==> src/rtl/spi_xfer_pkg.sv <==
// Shared types and defaults for the SPI transfer sequencer: FSM state encoding,
// default sizing, and the FIFO pointer-width helper.
package spi_xfer_pkg;

  typedef enum logic [2:0] {
    IDLE,
    LAUNCH,
    ACTIVE,
    CAPTURE,
    GAP
  } xfer_state_e;

  localparam int DEF_DATA_W  = 8;
  localparam int DEF_DEPTH   = 4;
  localparam int DEF_GAP     = 2;
  localparam int DEF_TIMEOUT = 63;

  function automatic int ptr_w(input int depth);
    return $clog2(depth);
  endfunction

endpackage

==> src/rtl/spi_xfer_sequencer_if.sv <==
// Producer/consumer stream bundle of the SPI transfer sequencer: TX words in, RX words out.
interface spi_xfer_sequencer_if
  import spi_xfer_pkg::*;
#(
  parameter int DATA_W = DEF_DATA_W
);

  logic [DATA_W-1:0] tx_data;
  logic              tx_valid;
  logic              tx_ready;
  logic [DATA_W-1:0] rx_data;
  logic              rx_valid;
  logic              rx_ready;

  modport master (
    output tx_data, tx_valid, rx_ready,
    input  tx_ready, rx_data, rx_valid
  );

  modport slave (
    input  tx_data, tx_valid, rx_ready,
    output tx_ready, rx_data, rx_valid
  );

endinterface

==> src/rtl/spi_sync_fifo.sv <==
// Single-clock FIFO with wrap-bit pointers; a push while full is accepted only
// when a pop retires the head in the same cycle.
module spi_sync_fifo
  import spi_xfer_pkg::*;
#(
  parameter int DATA_W = DEF_DATA_W,
  parameter int DEPTH  = DEF_DEPTH
) (
  input  logic              i_clk,
  input  logic              i_rst,
  input  logic              i_push,
  input  logic              i_pop,
  input  logic [DATA_W-1:0] i_wdata,
  output logic [DATA_W-1:0] o_rdata,
  output logic              o_full,
  output logic              o_empty
);

  localparam int PW = ptr_w(DEPTH);

  logic [DATA_W-1:0] r_mem [DEPTH];
  logic [PW:0]       r_wr_ptr;
  logic [PW:0]       r_rd_ptr;
  logic              w_push;
  logic              w_pop;

  assign o_empty = (r_wr_ptr == r_rd_ptr);
  assign o_full  = (r_wr_ptr[PW] != r_rd_ptr[PW]) &&
                   (r_wr_ptr[PW-1:0] == r_rd_ptr[PW-1:0]);
  assign w_pop   = i_pop && !o_empty;
  assign w_push  = i_push && (!o_full || w_pop);
  assign o_rdata = r_mem[r_rd_ptr[PW-1:0]];

  // NOTE: sequential state uses non-blocking assignments so every register samples pre-edge values.
  always_ff @(posedge i_clk) begin
    if (i_rst) begin
      r_wr_ptr <= '0;
      r_rd_ptr <= '0;
    end else begin
      if (w_push) r_wr_ptr <= r_wr_ptr + 1'b1;
      if (w_pop)  r_rd_ptr <= r_rd_ptr + 1'b1;
    end
  end

  // NOTE: storage is not reset; the pointers alone decide which entries are valid.
  always_ff @(posedge i_clk) begin
    if (w_push) r_mem[r_wr_ptr[PW-1:0]] <= i_wdata;
  end

endmodule

==> src/rtl/spi_xfer_sequencer.sv <==
// Feeds one SPI transaction per queued TX word and queues each received word for the consumer.
// Optional watchdog enabled by defining SPI_XFER_TIMEOUT_EN.
module spi_xfer_sequencer
  import spi_xfer_pkg::*;
#(
  parameter int DATA_W  = DEF_DATA_W,
  parameter int DEPTH   = DEF_DEPTH,
  parameter int GAP     = DEF_GAP,
  parameter int TIMEOUT = DEF_TIMEOUT
) (
  input  logic                 i_clk,
  input  logic                 i_rst,
  spi_xfer_sequencer_if.slave  io_stream,
  output logic [DATA_W-1:0]    o_data_send_c,
  output logic                 o_start_comm,
  input  logic                 i_cs,
  input  logic [DATA_W-1:0]    i_cipo_register,
  output logic                 o_busy,
  output logic                 o_timeout_err
);

  localparam int GAP_W = (GAP > 1) ? $clog2(GAP) : 1;

  xfer_state_e       r_state;
  xfer_state_e       w_next_state;
  logic [DATA_W-1:0] r_data_send;
  logic [GAP_W-1:0]  r_gap_cnt;
  logic              w_gap_done;
  logic              w_wdog_hit;
  logic              w_start_comm;

  logic              w_tx_push;
  logic              w_tx_pop;
  logic              w_tx_full;
  logic              w_tx_empty;
  logic [DATA_W-1:0] w_tx_rdata;
  logic              w_rx_push;
  logic              w_rx_pop;
  logic              w_rx_full;
  logic              w_rx_empty;
  logic [DATA_W-1:0] w_rx_wdata;
  logic [DATA_W-1:0] w_rx_rdata;

  assign io_stream.tx_ready = !w_tx_full && !i_rst;
  assign io_stream.rx_valid = !w_rx_empty;
  assign io_stream.rx_data  = w_rx_rdata;
  assign w_tx_push          = io_stream.tx_valid && io_stream.tx_ready;
  assign w_rx_pop           = io_stream.rx_valid && io_stream.rx_ready;

  spi_sync_fifo #(.DATA_W(DATA_W), .DEPTH(DEPTH)) u_tx_fifo (
    .i_clk   (i_clk),
    .i_rst   (i_rst),
    .i_push  (w_tx_push),
    .i_pop   (w_tx_pop),
    .i_wdata (io_stream.tx_data),
    .o_rdata (w_tx_rdata),
    .o_full  (w_tx_full),
    .o_empty (w_tx_empty)
  );

  spi_sync_fifo #(.DATA_W(DATA_W), .DEPTH(DEPTH)) u_rx_fifo (
    .i_clk   (i_clk),
    .i_rst   (i_rst),
    .i_push  (w_rx_push),
    .i_pop   (w_rx_pop),
    .i_wdata (w_rx_wdata),
    .o_rdata (w_rx_rdata),
    .o_full  (w_rx_full),
    .o_empty (w_rx_empty)
  );

`ifdef SPI_XFER_TIMEOUT_EN
  localparam int WDOG_W = $clog2(TIMEOUT + 1);

  logic [WDOG_W-1:0] r_wdog;
  logic              r_timeout_err;

  assign w_wdog_hit    = ((r_state == LAUNCH) || (r_state == ACTIVE)) &&
                         (r_wdog == WDOG_W'(TIMEOUT - 1));
  assign o_timeout_err = r_timeout_err;

  always_ff @(posedge i_clk) begin
    if (i_rst) begin
      r_wdog        <= '0;
      r_timeout_err <= 1'b0;
    end else begin
      if (w_tx_pop)
        r_wdog <= '0;
      else if ((r_state == LAUNCH) || (r_state == ACTIVE))
        r_wdog <= r_wdog + 1'b1;
      if (w_wdog_hit) r_timeout_err <= 1'b1;
    end
  end
`else
  assign w_wdog_hit    = 1'b0;
  assign o_timeout_err = 1'b0;
`endif

  assign w_gap_done = (r_gap_cnt == GAP_W'(GAP - 1));

  always_ff @(posedge i_clk) begin
    if (i_rst) r_state <= IDLE;
    else       r_state <= w_next_state;
  end

  // A launch reserves its RX slot up front, so CAPTURE never sees a full RX FIFO.
  always_comb begin
    // NOTE: every output gets a default first so no path can infer a latch.
    w_next_state = r_state;
    w_tx_pop     = 1'b0;
    w_rx_push    = 1'b0;
    w_rx_wdata   = i_cipo_register;
    w_start_comm = 1'b0;
    unique case (r_state)
      IDLE: begin
        if (!w_tx_empty && !w_rx_full) begin
          w_next_state = LAUNCH;
          w_tx_pop     = 1'b1;
        end
      end
      LAUNCH: begin
        w_start_comm = 1'b1;
        if (!i_cs) w_next_state = ACTIVE;
      end
      ACTIVE: begin
        if (i_cs) w_next_state = CAPTURE;
      end
      CAPTURE: begin
        w_rx_push    = 1'b1;
        w_next_state = (GAP == 0) ? IDLE : spi_xfer_pkg::GAP;
      end
      spi_xfer_pkg::GAP: begin
        if (w_gap_done) w_next_state = IDLE;
      end
      default: w_next_state = IDLE;
    endcase
    // A timed-out transaction still yields one RX word so TX and RX order stay paired.
    if (w_wdog_hit) begin
      w_start_comm = 1'b0;
      w_rx_push    = 1'b1;
      w_rx_wdata   = '0;
      w_next_state = (GAP == 0) ? IDLE : spi_xfer_pkg::GAP;
    end
  end

  always_ff @(posedge i_clk) begin
    if (i_rst) begin
      r_data_send <= '0;
      r_gap_cnt   <= '0;
    end else begin
      if (w_tx_pop) r_data_send <= w_tx_rdata;
      r_gap_cnt <= (r_state == spi_xfer_pkg::GAP) ? r_gap_cnt + 1'b1 : '0;
    end
  end

  assign o_data_send_c = r_data_send;
  assign o_start_comm  = w_start_comm;
  assign o_busy        = (r_state != IDLE) || !w_tx_empty;

endmodule

==> src/flat_wrapper.sv <==
// flat-port wrapper written by rule: the top's interface ports become plain ports
module spi_xfer_sequencer_flat import spi_xfer_pkg::*;
#(
  parameter int DATA_W  = DEF_DATA_W,
  parameter int DEPTH   = DEF_DEPTH,
  parameter int GAP     = DEF_GAP,
  parameter int TIMEOUT = DEF_TIMEOUT
)
  (i_clk, i_rst, o_data_send_c, o_start_comm, i_cs, i_cipo_register, o_busy, o_timeout_err, io_stream_tx_data, io_stream_tx_valid, io_stream_rx_ready, io_stream_tx_ready, io_stream_rx_data, io_stream_rx_valid);
  spi_xfer_sequencer_if #(.DATA_W(DATA_W)) io_stream_i ();
  input  logic i_clk;
  input  logic i_rst;
  output logic [DATA_W-1:0] o_data_send_c;
  output logic o_start_comm;
  input  logic i_cs;
  input  logic [DATA_W-1:0] i_cipo_register;
  output logic o_busy;
  output logic o_timeout_err;
  input wire logic [$bits(io_stream_i.tx_data)-1:0] io_stream_tx_data;
  input wire logic [$bits(io_stream_i.tx_valid)-1:0] io_stream_tx_valid;
  input wire logic [$bits(io_stream_i.rx_ready)-1:0] io_stream_rx_ready;
  output wire logic [$bits(io_stream_i.tx_ready)-1:0] io_stream_tx_ready;
  output wire logic [$bits(io_stream_i.rx_data)-1:0] io_stream_rx_data;
  output wire logic [$bits(io_stream_i.rx_valid)-1:0] io_stream_rx_valid;
  assign io_stream_i.tx_data = io_stream_tx_data;
  assign io_stream_i.tx_valid = io_stream_tx_valid;
  assign io_stream_i.rx_ready = io_stream_rx_ready;
  assign io_stream_tx_ready = io_stream_i.tx_ready;
  assign io_stream_rx_data = io_stream_i.rx_data;
  assign io_stream_rx_valid = io_stream_i.rx_valid;
  spi_xfer_sequencer #(.DATA_W(DATA_W), .DEPTH(DEPTH), .GAP(GAP), .TIMEOUT(TIMEOUT)) u_core (.i_clk(i_clk), .i_rst(i_rst), .io_stream(io_stream_i), .o_data_send_c(o_data_send_c), .o_start_comm(o_start_comm), .i_cs(i_cs), .i_cipo_register(i_cipo_register), .o_busy(o_busy), .o_timeout_err(o_timeout_err));
endmodule
==> config.mk <==
export PLATFORM = sky130hd
export DESIGN_NAME = spi_xfer_sequencer_flat
export DESIGN_NICKNAME = d
export VERILOG_FILES = /design/src/rtl/spi_xfer_pkg.sv /design/src/rtl/spi_xfer_sequencer_if.sv /design/src/rtl/spi_sync_fifo.sv /design/src/rtl/spi_xfer_sequencer.sv /design/src/flat_wrapper.sv
export SDC_FILE = /design/constraint.sdc
export NUM_CORES = 1
export LEC_CHECK = 0
export CELL_PAD_IN_SITES_DETAIL_PLACEMENT = 1
export CELL_PAD_IN_SITES_GLOBAL_PLACEMENT = 2
export CORE_MARGIN = 2
export CORE_UTILIZATION = 40
export CTS_CLUSTER_DIAMETER = 50
export DETAILED_ROUTE_END_ITERATION = 16
export GPL_TIMING_DRIVEN = 1
export PLACE_DENSITY_LB_ADDON = 0.2
export SLEW_MARGIN = 30
export SYNTH_ARGS = -nofsm -noshare
export SYNTH_HDL_FRONTEND = slang
export SYNTH_SLANG_ARGS = --single-unit
==> constraint.sdc <==
create_clock -name i_clk -period 1.9 [get_ports i_clk]
set_input_delay 0.475 -clock i_clk [delete_from_list [all_inputs] [get_ports i_clk]]
set_output_delay 0.475 -clock i_clk [all_outputs]
set_load 0.005 [all_outputs]
==> summary.md <==
| Metric | Value |
|---|---|
| Max IR drop VDD | `~450 uV` |
| Gate Count Post-Synth | `240` |
| Yosys top cell by area | `edfxtp_1` |
| Avg Inst Size Synth | `roughly 15 um2` |
| NumNets Final | `339` |
| CP max FO | `8` |
| Final antenna-violating net count | `0` |
| Post-synth EDFFs | `64` |
| Via count | `roughly 2.2k` |
| Core box area | `9109 um2` |
| Global-route wire length before repair | `about 12 mm` |
| DR WL/cell | `17.31 um` |
| Initial antenna violation count | `0` |
| Rel. slew slack | `between 60% and 70%` |
| Status | `finished with violations` |
| Vias per cell | `between 5 and 6` |
| R2r setup slk | `~0.1 ns` |
| CTS buffer count | `9` |
| Grt ovf | `0` |
| Achievable frequency | `506.8 MHz` |
| P per Cell Area | `1062 nW/um2` |
| HP Start | `u_core.r_state[2]` |
| Hold Fails Final Rpt | `0` |
| Pre-Repair DR Iteration Count | `4` |
| Crit start category | `flip-flop` |
| Primary FF master, synth | `edfxtp_1` |
| Area of the multi-input gates | `roughly 1300 um2` |
| Shortest period the worst path allows | `about 2 ns` |
| Post-route clock period utilization | `103.8%` |
| Hold Path End | `u_core.r_state[0]` |
| Dpl hpwl | `~5.2 mm` |
| Power share of the clock group | `25.0%` |
| Area delta synth->final | `27.51%` |
| Share of layout cells above drive strength 1 | `35.78%` |
| Root Driver | `clkbuf_8` |
| Critical Path Sink Type | `primary output` |
| CP required | `roughly 1.4 ns` |
| Synthesized cell area | `roughly 3700 um2` |
| Die width | `roughly 100 um` |
| Die area | `~10000 um2` |
| Port bufs | `40` |
| Max H-tree Level | `3` |
| R2R Path Start | `u_core.u_rx_fifo.r_wr_ptr[2]` |
| Fill count | `~900` |
| Sequential area share after synthesis | `around two thirds` |
| Critical path type | `flip-flop to primary output` |
| FF-to-FF path depth | `5` |
| Post-route insts no fill | `roughly 420` |
| Vias in the first global route | `2338` |
| Unrepaired setup endpoints after global routing | `true` |
| Register Area | `approximately 2500 um2` |
| Placed Cells | `400` |
| WP data arrival | `approximately 1.5 ns` |
| # diodes | `0` |
| Reg2reg end | `u_core.u_rx_fifo.r_mem[2][4]` |
| Top Ports | `42` |
| Clock sink count | `90` |
| TritonCTS clock tree | `built` |
| Final critical-path setup slack | `-0.07308 ns` |
| Synth Register Bits | `90` |
| Comb power frac | `~28%` |
| Leak Pwr | `approximately 1.7 nW` |
| Final Wtd Congestion | `just over 0.7` |
| Internal | `roughly 3.5 mW` |
| Worst-margin pin slew | `around 0.51 ns` |
| Cell Rows | `35` |
| Die Y | `around 100 um` |
| Endpoints failing setup | `8` |
| Hold Path Class | `flip-flop to flip-flop` |
| Starting Density | `40.70%` |
| CTS max path bufs | `2` |
| DRC Markers | `0` |
| Largest net degree at the start of global routing | `26` |
| Sequential power share | `between 40% and 50%` |
| Synth top area share | `between 50 and 60%` |
| Share of flip-flops with an asynchronous set or reset | `0%` |
| Area contributors post-synth | `edfxtp_1 52%, dfxtp_1 14%, mux4_2 9.7%` |
| YS warnings | `0` |
| Worst-skew pair later-pin latency | `0.36 ns` |
| Switching pwr | `between 1.5 and 2 mW` |
| Distinct cells, synth | `37` |
| Post-Route WL | `approximately 7.3 mm` |
| Mapped Nets | `271` |
| Failing checks | `setup timing` |
| Clock transition at path regs | `around 0.1 ns` |
| Total GRT Usage | `roughly 16%` |
| Clock skew | `0.01583 ns` |
| Switching Share | `30.12%` |
| Final setup TNS | `-0.3526 ns` |
| Slew Viols, Final | `0` |
| Max-cap viol count | `0` |
| Drt initial violations | `approximately 70` |
| WHS Path Cells | `1` |
routing by layer:
layer	vias up	global-route usage [%]	wire (um)
li1	1056	-	-
met1	1073	19.95	3247
met4	0	4.742	80
met2	34	26.74	3764
met3	5	4.109	247
met5	-	0	0
cells in the mapped netlist (6+ instances only):
cell type / instances
and2_1: 7
xnor2_1: 6
a21oi_1: 15
nor2_1: 13
o31ai_1: 12
edfxtp_1: 64
nand4_1: 9
clkbuf_1: 9
mux4_2: 16
xor2_1: 6
ha_1: 10
dfxtp_1: 26
critical path, cell delays in order, from the launching register on:
cell and delay, ns:
dfxtp_2 0.35, buf_12 0.14, mux4_2 0.51, buf_2 0.15
worst max-delay path by stage:
stage,from,endpoint,slack [ns],cells past startpoint
after floorplan,u_core.u_tx_fifo.r_wr_ptr[2],o_busy,0.17,5
after global placement,i_rst,io_stream_tx_ready,-0.24,3
after detailed placement,i_rst,io_stream_tx_ready,-0.23,3
after CTS,flip-flop,io_stream_rx_data[5],-0.11,3
after global routing,flip-flop,io_stream_rx_data[5],-0.15,3
final,flip-flop,io_stream_rx_data[5],-0.07,3
through the flow:
step / area (um2) / power [mW] / worst slack [ns] / hold WS (ns) / utilization (%)
2_1_floorplan: 3707 / 3.102 / 0.1705 / 0.4646 / -
3_3_place_gp: 4389 / 3.682 / -0.2360 / 0.4671 / 48.19
3_5_place_dp: 4389 / 3.714 / -0.2292 / 0.4678 / 48.19
4_1_cts: 4686 / 5.080 / -0.1091 / 0.4800 / 51.44
5_1_grt: 4727 / 5.326 / -0.1504 / 0.4932 / 51.90
6_report: 4727 / 5.018 / -0.07308 / 0.4767 / 51.90
registers in the layout (all words and copies together), names as in the netlist, named ones only:
signal,count
u_core.u_tx_fifo.r_rd_ptr,3
u_core.r_gap_cnt,1
u_core.o_data_send_c,8
u_core.u_rx_fifo.r_mem,32
u_core.u_rx_fifo.r_rd_ptr,3
u_core.u_tx_fifo.r_mem,32
u_core.u_rx_fifo.r_wr_ptr,3
u_core.u_tx_fifo.r_wr_ptr,3
u_core.r_state,3
layout make-up:
cell class,instances,share of cell area (%)
Clock buffer,9,2.620
Clock inverter,7,1.403
Timing Repair Buffer,73,13.13
Sequential cell,90,52.44
Tap cell,111,2.938
Inverter,5,0.3970
Multi-Input combinational cell,129,27.08
placed cells by master, fill, tap and decap left out, types with 2 or more instances in the layout:
master,n
buf_4,30
ha_1,10
xnor2_1,3
and2_2,3
xnor2_2,2
or4_1,2
o31ai_1,12
and2_4,4
nand2_1,3
clkdlybuf4s50_1,28
buf_12,2
clkinvlp_4,2
xor2_2,3
dfxtp_4,8
dfxtp_2,5
nor2_1,12
inv_6,2
inv_1,5
nor3_2,3
a21oi_1,15
xor2_1,4
buf_2,10
inv_8,3
o311ai_0,2
nand4_1,9
mux4_2,16
clkbuf_8,9
dfxtp_1,13
mux2i_1,3
or3_1,4
edfxtp_1,64
logic make-up after synthesis:
logic type,Yosys count,share of synthesized area [%]
muxes,19,10.53
buffers and inverters,21,2.396
adders and majority gates,10,3.375
other,1,0.1012
and+or+nand+nor,50,7.425
xor gates and xnor gates,14,3.712
DFF,90,65.88
AOI/OAI and AO/OA,35,6.581
what timing repair did:
item	4_1_cts	5_1_grt
gates resized for setup	73	18
setup endpoints to repair	12	84
pin swaps	5	5
endpoints found under the hold margin	0	0
setup buffers	8	1
hold buffers	0	0
power groups by stage:
stage	combinational [mW]	clock [mW]	sequential (mW)
3_3_place_gp	1.28	0	2.40
4_1_cts	1.38	1.32	2.38
3_5_place_dp	1.31	0	2.41
6_report	1.38	1.26	2.38
5_1_grt	1.52	1.41	2.39
2_1_floorplan	0.734	0	2.37
No activity file was read; power rests on OpenSTA's default activity.
